==> src/rtl/buzzer_pkg.sv <==
// buzzer_pkg
//   Shared definitions for the buzzer arbiter:
//   - state_t: arbiter FSM states.
//   - Note period constants, in 50 MHz clk cycles per tone period (17 bits).
//     Jianpu naming: low D5..D7 = G4..B4, mid M1..M7 = C5..B5, high H1..H7 =
//     C6..B6, HH1/HH2 = C7/D7. A trailing S is a sharp. S alone is a rest.
//   - TICK_DIV_50M: clk cycles per millisecond at 50 MHz.
package buzzer_pkg;

    typedef enum logic [1:0] {
        ST_IDLE = 2'd0,
        ST_PLAY = 2'd1,
        ST_GAP  = 2'd2
    } state_t;

    localparam int unsigned TICK_DIV_50M = 50000;

    // Rest: period 0 keeps the tone generator silent for the note's duration.
    localparam int unsigned S    = 0;

    localparam int unsigned D5   = 127551;
    localparam int unsigned D6   = 113636;
    localparam int unsigned D7   = 101239;

    localparam int unsigned M1   = 95557;
    localparam int unsigned M1S  = 90193;
    localparam int unsigned M2   = 85131;
    localparam int unsigned M2S  = 80354;
    localparam int unsigned M3   = 75843;
    localparam int unsigned M4   = 71586;
    localparam int unsigned M4S  = 67568;
    localparam int unsigned M5   = 63776;
    localparam int unsigned M5S  = 60196;
    localparam int unsigned M6   = 56818;
    localparam int unsigned M6S  = 53629;
    localparam int unsigned M7   = 50619;

    localparam int unsigned H1   = 47778;
    localparam int unsigned H1S  = 45097;
    localparam int unsigned H2   = 42566;
    localparam int unsigned H2S  = 40177;
    localparam int unsigned H3   = 37922;
    localparam int unsigned H4   = 35793;
    localparam int unsigned H4S  = 33784;
    localparam int unsigned H5   = 31888;
    localparam int unsigned H5S  = 30098;
    localparam int unsigned H6   = 28409;
    localparam int unsigned H6S  = 26815;
    localparam int unsigned H7   = 25310;

    localparam int unsigned HH1  = 23889;
    localparam int unsigned HH2  = 21283;

endpackage

==> src/rtl/ms_tick_gen.sv <==
// ms_tick_gen
//   Restartable millisecond prescaler. The counter is forced to 0 by restart,
//   so the first tick arrives exactly TICK_DIV cycles after the restart edge.
// Ports
//   clk      in   system clock
//   rst_n    in   synchronous active-low reset
//   restart  in   zero the prescaler on the next edge
//   tick     out  1-cycle pulse every TICK_DIV cycles after restart
module ms_tick_gen
    import buzzer_pkg::*;
#(
    parameter int TICK_DIV = TICK_DIV_50M
) (
    input  logic clk,
    input  logic rst_n,
    input  logic restart,
    output logic tick
);

    localparam int CW = (TICK_DIV > 1) ? $clog2(TICK_DIV) : 1;
    localparam logic [CW-1:0] LAST = CW'(TICK_DIV - 1);

    logic [CW-1:0] cnt;

    // NOTE: sequential state uses non-blocking assignments so every register
    // samples pre-edge values, independent of process evaluation order.
    always_ff @(posedge clk) begin
        if (!rst_n) begin
            cnt <= '0;
        end else if (restart || cnt == LAST) begin
            cnt <= '0;
        end else begin
            cnt <= cnt + 1'b1;
        end
    end

    assign tick = (cnt == LAST);

endmodule

==> src/rtl/buzzer_arbiter.sv <==
// buzzer_arbiter
//   Shares one period-driven tone generator between NREQ note sources.
//   Fixed priority (index 0 highest), no preemption. Each accepted note plays
//   for dur ms, then a silent GAP_MS gap follows before the next grant.
// Ports
//   clk          in   system clock
//   rst_n        in   synchronous active-low reset
//   stop         in   abort current note/gap; blocks grants while high
//   req_valid    in   [NREQ]     note offered by source i
//   req_period   in   [NREQ*PW]  source i period (0 = rest)
//   req_dur      in   [NREQ*DW]  source i duration in ms
//   req_ready    out  [NREQ]     source i accepted this cycle (combinational)
//   done         out  [NREQ]     1-cycle pulse when source i's note finishes
//   tone_period  out  [PW]       period to the tone generator
//   tone_en      out  tone generator enable
//   gnt_id       out  [2]        current owner, valid while busy
//   busy         out  state is not IDLE
module buzzer_arbiter
    import buzzer_pkg::*;
#(
    parameter int NREQ     = 3,
    parameter int PW       = 17,
    parameter int DW       = 8,
    parameter int TICK_DIV = TICK_DIV_50M,
    parameter int GAP_MS   = 10
) (
    input  logic              clk,
    input  logic              rst_n,
    input  logic              stop,
    input  logic [NREQ-1:0]   req_valid,
    input  logic [NREQ*PW-1:0] req_period,
    input  logic [NREQ*DW-1:0] req_dur,
    output logic [NREQ-1:0]   req_ready,
    output logic [NREQ-1:0]   done,
    output logic [PW-1:0]     tone_period,
    output logic              tone_en,
    output logic [1:0]        gnt_id,
    output logic              busy
);

    localparam logic [DW-1:0] GAP_LEN = DW'(GAP_MS);

    state_t          state, state_n;
    logic [DW-1:0]   ms_left, ms_left_n;
    logic [PW-1:0]   period_n;
    logic [1:0]      gnt_n;
    logic [NREQ-1:0] done_n;
    logic            tone_en_n;

    logic            any_valid;
    logic [1:0]      sel;
    logic            grant_ok;
    logic [PW-1:0]   sel_period;
    logic [DW-1:0]   sel_dur;
    logic            restart;
    logic            tick;

    ms_tick_gen #(
        .TICK_DIV (TICK_DIV)
    ) u_tick (
        .clk     (clk),
        .rst_n   (rst_n),
        .restart (restart),
        .tick    (tick)
    );

    // Priority select: scanning downward leaves the lowest valid index.
    always_comb begin
        any_valid = 1'b0;
        sel       = '0;
        for (int i = NREQ - 1; i >= 0; i--) begin
            if (req_valid[i]) begin
                any_valid = 1'b1;
                sel       = 2'(i);
            end
        end
    end

    assign grant_ok   = any_valid && (state == ST_IDLE) && !stop;
    assign sel_period = req_period[int'(sel)*PW +: PW];
    assign sel_dur    = req_dur[int'(sel)*DW +: DW];
    // Gated by rst_n so no source sees an acceptance that reset will discard.
    assign req_ready  = (grant_ok && rst_n) ? (NREQ'(1) << sel) : '0;
    assign busy       = (state != ST_IDLE);

    // NOTE: every signal written here gets a default first, so no path
    // leaves one unassigned and no latch is inferred.
    always_comb begin
        state_n   = state;
        ms_left_n = ms_left;
        period_n  = tone_period;
        gnt_n     = gnt_id;
        done_n    = '0;
        tone_en_n = tone_en;
        restart   = 1'b0;

        unique case (state)
            ST_IDLE: begin
                tone_en_n = 1'b0;
                if (grant_ok) begin
                    period_n = sel_period;
                    gnt_n    = sel;
                    restart  = 1'b1;
                    if (sel_dur == '0) begin
                        // Zero-length note completes at once: no tone, no gap.
                        done_n[sel] = 1'b1;
                    end else begin
                        state_n   = ST_PLAY;
                        ms_left_n = sel_dur;
                        tone_en_n = (sel_period != '0);
                    end
                end
            end

            ST_PLAY: begin
                if (stop) begin
                    state_n   = ST_IDLE;
                    tone_en_n = 1'b0;
                end else if (tick) begin
                    if (ms_left == DW'(1)) begin
                        done_n[gnt_id] = 1'b1;
                        tone_en_n      = 1'b0;
                        if (GAP_MS == 0) begin
                            state_n = ST_IDLE;
                        end else begin
                            state_n   = ST_GAP;
                            ms_left_n = GAP_LEN;
                            restart   = 1'b1;
                        end
                    end else begin
                        ms_left_n = ms_left - 1'b1;
                    end
                end
            end

            ST_GAP: begin
                tone_en_n = 1'b0;
                if (stop) begin
                    state_n = ST_IDLE;
                end else if (tick) begin
                    if (ms_left == DW'(1)) begin
                        state_n = ST_IDLE;
                    end else begin
                        ms_left_n = ms_left - 1'b1;
                    end
                end
            end

            default: begin
                state_n   = ST_IDLE;
                tone_en_n = 1'b0;
            end
        endcase
    end

    always_ff @(posedge clk) begin
        if (!rst_n) begin
            state       <= ST_IDLE;
            ms_left     <= '0;
            tone_period <= '0;
            gnt_id      <= '0;
            done        <= '0;
            tone_en     <= 1'b0;
        end else begin
            state       <= state_n;
            ms_left     <= ms_left_n;
            tone_period <= period_n;
            gnt_id      <= gnt_n;
            done        <= done_n;
            tone_en     <= tone_en_n;
        end
    end

endmodule

==> config.mk <==
export PLATFORM = sky130hd
export DESIGN_NAME = buzzer_arbiter
export DESIGN_NICKNAME = d
export VERILOG_FILES = /design/src/rtl/buzzer_pkg.sv /design/src/rtl/ms_tick_gen.sv /design/src/rtl/buzzer_arbiter.sv
export SDC_FILE = /design/constraint.sdc
export NUM_CORES = 1
export LEC_CHECK = 0
export CAP_MARGIN = 20
export CORE_ASPECT_RATIO = 0.9
export CORE_MARGIN = 4
export CORE_UTILIZATION = 25
export CTS_BUF_LIST = sky130_fd_sc_hd__clkbuf_8
export CTS_CLUSTER_SIZE = 40
export DETAILED_ROUTE_END_ITERATION = 16
export PLACE_DENSITY = 0.63
export SETUP_SLACK_MARGIN = 0.1
export SYNTH_ARGS = -nofsm -noshare
export SYNTH_HDL_FRONTEND = slang
export SYNTH_SLANG_ARGS = --single-unit
==> constraint.sdc <==
create_clock -name clk -period 2.08 [get_ports clk]
set_input_delay 0.52 -clock clk [delete_from_list [all_inputs] [get_ports clk]]
set_output_delay 0.52 -clock clk [all_outputs]
set_load 0.01 [all_outputs]
==> out/results.tsv <==
metric	value	unit
commonest non-fill, non-tap cell in the layout	buf_4	
initial antenna violation count	0	
vias post-DR	3614	
Synth Area in Compound Gates	27.3	%
Worst Path Max Fanout	5	
Hold WS	0.491	ns
ANT cells	0	
clock tree sinks	49	
critical path required time	2.31	ns
setup TNS	0	ns
Final ANT Viol Nets	0	
leakage power figure	2.38	nW
share of layout cells above drive strength 1	34.9	%
GRT Util Overall	16.1	%
Final period util	97.8	%
cts bufs inserted	5	
Final Hold Violating Endpoints	0	
CTS tree	done	
Placed Area	0.00475	mm²
syn avg cell area	8.20	µm²
worst slew pin tran	0.522	ns
initial drt markers	208	
worst hold path type	flop to flop	
Routed Wire Length	11800	µm
Worst-Skew Late Latency	0.31	ns
Setup CP Type	primary input to flop	
Ports	108	
WP buf/inv	2	
cell row count	37	
min Tclk post-route	2.03	ns
Final setup violation count	0	
CP delay by family, top	simple AND/OR/NAND/NOR gates	
flop and latch count out of synthesis	49	
maximum VDD drop	0.000284	V
RSZ-0062 raised after global routing	true	
Cell Chain, Critical Path	clkdlybuf4s50_1, o32a_1, o221ai_2, nand4_1, nor3_2, buf_4, or4_4, o31ai_2	
DP HPWL	8590	µm
Arr. time, crit path	2.26	ns
Post-Syn Area	0.00299	mm²
Core Util, Final	47.5	%
master cell of the clock root buffer	clkbuf_8	
worst clock skew	0.00616	ns
first drt pass iteration count	4	
PortBufs	107	
area delta synth->final	84.0	%
Vias/cell	5.06	
Synth Area in XOR/XNOR	5.28	%
Clock H-tree levels	2	
largest net degree at the start of global routing	22	
grt ovf	0	
post-route DRC violation count	0	
Synthesized Nets	453	
slew margin rel.	64.8	%
multiplexer share of the synthesized area	1.68	%
CTS Buffer Depth	2	
routed len/inst	16.6	µm
first-pass GRT wire length	17700	µm
Reg clk slew, reported paths	0.09	ns
Critical Path Sink Type	flop	
placed cells	676	
Die Area	0.0138	mm²
Max Slew Vio Count	0	
Starting Density	25.8	%
max frequency	492	MHz
number of max-cap violations	0	
fin cells	714	
synth warn	0	
Die W	123	µm
most frequent cells in the layout	buf_4 (88), clkdlybuf4s50_1 (73), nor2_1 (58)	
register area share after synthesis	32.8	%
Pwr Density	746	mW/mm²
cell at the slowest stage of the critical path	clkdlybuf4s50_1	
Setup crit start kind	primary input	
simple-gate share of the synthesized area	24.2	%
core area	0.0116	mm²
vias in the first global route	3562	
NumNets Final	646	
Post-Synth Adder-Cell Area	3.35	%
Slowest Stage Delay on Critical Path	0.51	ns
largest family of logic cells by synthesized area	compound AO/OA/AOI/OAI gates	
GPL Wtd Cong	0.868	
distinct cell type count after synthesis	50	
Cells after Synth	364	
Die Y	112	µm
Final Cell Area	0.00550	mm²
status	finished, final reports clean	
-- synthesized netlist by cell type (all sizes together) --
cell type  number  area share, %
nor3b           3           0.75
nor3            9            1.7
or4             1           0.25
inv            11            1.4
nor2           68            8.7
and4            1           0.29
a32o           13            4.4
and3            6            1.3
a31o            1           0.29
clkbuf         13            1.6
nor4            3           0.84
mux2i           5            1.7
dfxtp          49             33
nand4           8            1.7
nand3           4           0.67
xor2           12            3.5
o32a            7            2.3
buf             8            2.3
ha              8            3.4
a21o            1           0.25
or3             9            1.9
a31oi           2           0.42
or2             1           0.21
nor4b           3           0.88
nor2b           5            1.0
a21oi          30            5.0
o22ai          12            2.5
a211o           1           0.34
a22o            4            1.2
o221ai          7            2.1
a221oi         12            3.9
xnor2           6            1.8
o211a           6            2.0
nand2b          1           0.21
nand2          21            2.6
a32oi           1           0.29
nor4bb          3            1.0
o31ai           2            1.1
and2            1           0.21
o21ai           6            1.1
-- kinds of logic (layout without fill, tap and decap cells) --
| kind of cell | Yosys count | in the layout |
|---|---|---|
| AOI/OAI and AO/OA | 105 | 106 |
| xor gates and xnor gates | 18 | 18 |
| adders and majority gates | 8 | 8 |
| buffers and inverters | 32 | 224 |
| DFF | 49 | 49 |
| muxes | 5 | 5 |
| and+or+nand+nor | 147 | 148 |
-- flip-flops by register name (all words and copies together), names as in the netlist --
signal,count
tone_period,17
u_tick.cnt,16
ms_left,8
done,3
gnt_id,2
state,2
tone_en,1
-- cell type report --
class	instances	area [µm²]
fillers	1106	6080
multi-input cells	285	2230
repair buffers	205	1920
flip-flops and latches	49	993
well taps	156	195
clock buffers	6	82.6
inverters	11	51.3
clock inverters	2	17.5
-- power breakdown --
part / leakage (nW) / total (W) / internal (W) / switching [W]
logic: 1.92 / 0.00224 / 0.00119 / 0.00106
clock network: 0.0518 / 0.000622 / 0.000277 / 0.000345
registers: 0.404 / 0.00123 / 0.00109 / 0.000144
total: 2.38 / 0.00410 / 0.00255 / 0.00155
-- through the flow --
step / total power, W / setup slack, ns
6_report: 0.00410 / 0.0467
5_1_grt: 0.00439 / -0.0216
4_1_cts: 0.00393 / 0.0339
3_5_place_dp: 0.00312 / -0.698
3_3_place_gp: 0.00308 / -0.670
2_1_floorplan: 0.00233 / 0.0790
-- worst min-delay path, stage by stage, from the launching register on --
cell and delay [ns]:
dfxtp_1 0.33, a21oi_1 0.06, nor2_1 0.07
-- worst paths after layout --
path                            cells after the start             end  slack, ns      startpoint
worst max-delay path                                8      ms_left[1]       0.05      req_dur[3]
worst min-delay path                                2  tone_period[5]       0.49  tone_period[5]
worst max register to register                      7      ms_left[1]       0.06   u_tick.cnt[0]
worst min register to register                      2  tone_period[5]       0.49  tone_period[5]
-- layer usage --
layer  global-route usage (%)  share of wire (%)  vias up
met3                     4.32                7.2       23
met5                        0                  0        -
met2                     26.5                 48      119
met4                     5.09                2.5        0
met1                     20.5                 42     1715
li1                         -                  -     1757
-- what timing repair did --
item                       in CTS  in global routing
setup endpoints to repair      40                 18
setup buffers                  14                 12
cloned                          3                  1
hold buffers                    0                  0
resized for setup              82                 74
pin swaps                      15                 35
No activity file was read; power rests on OpenSTA's default activity.
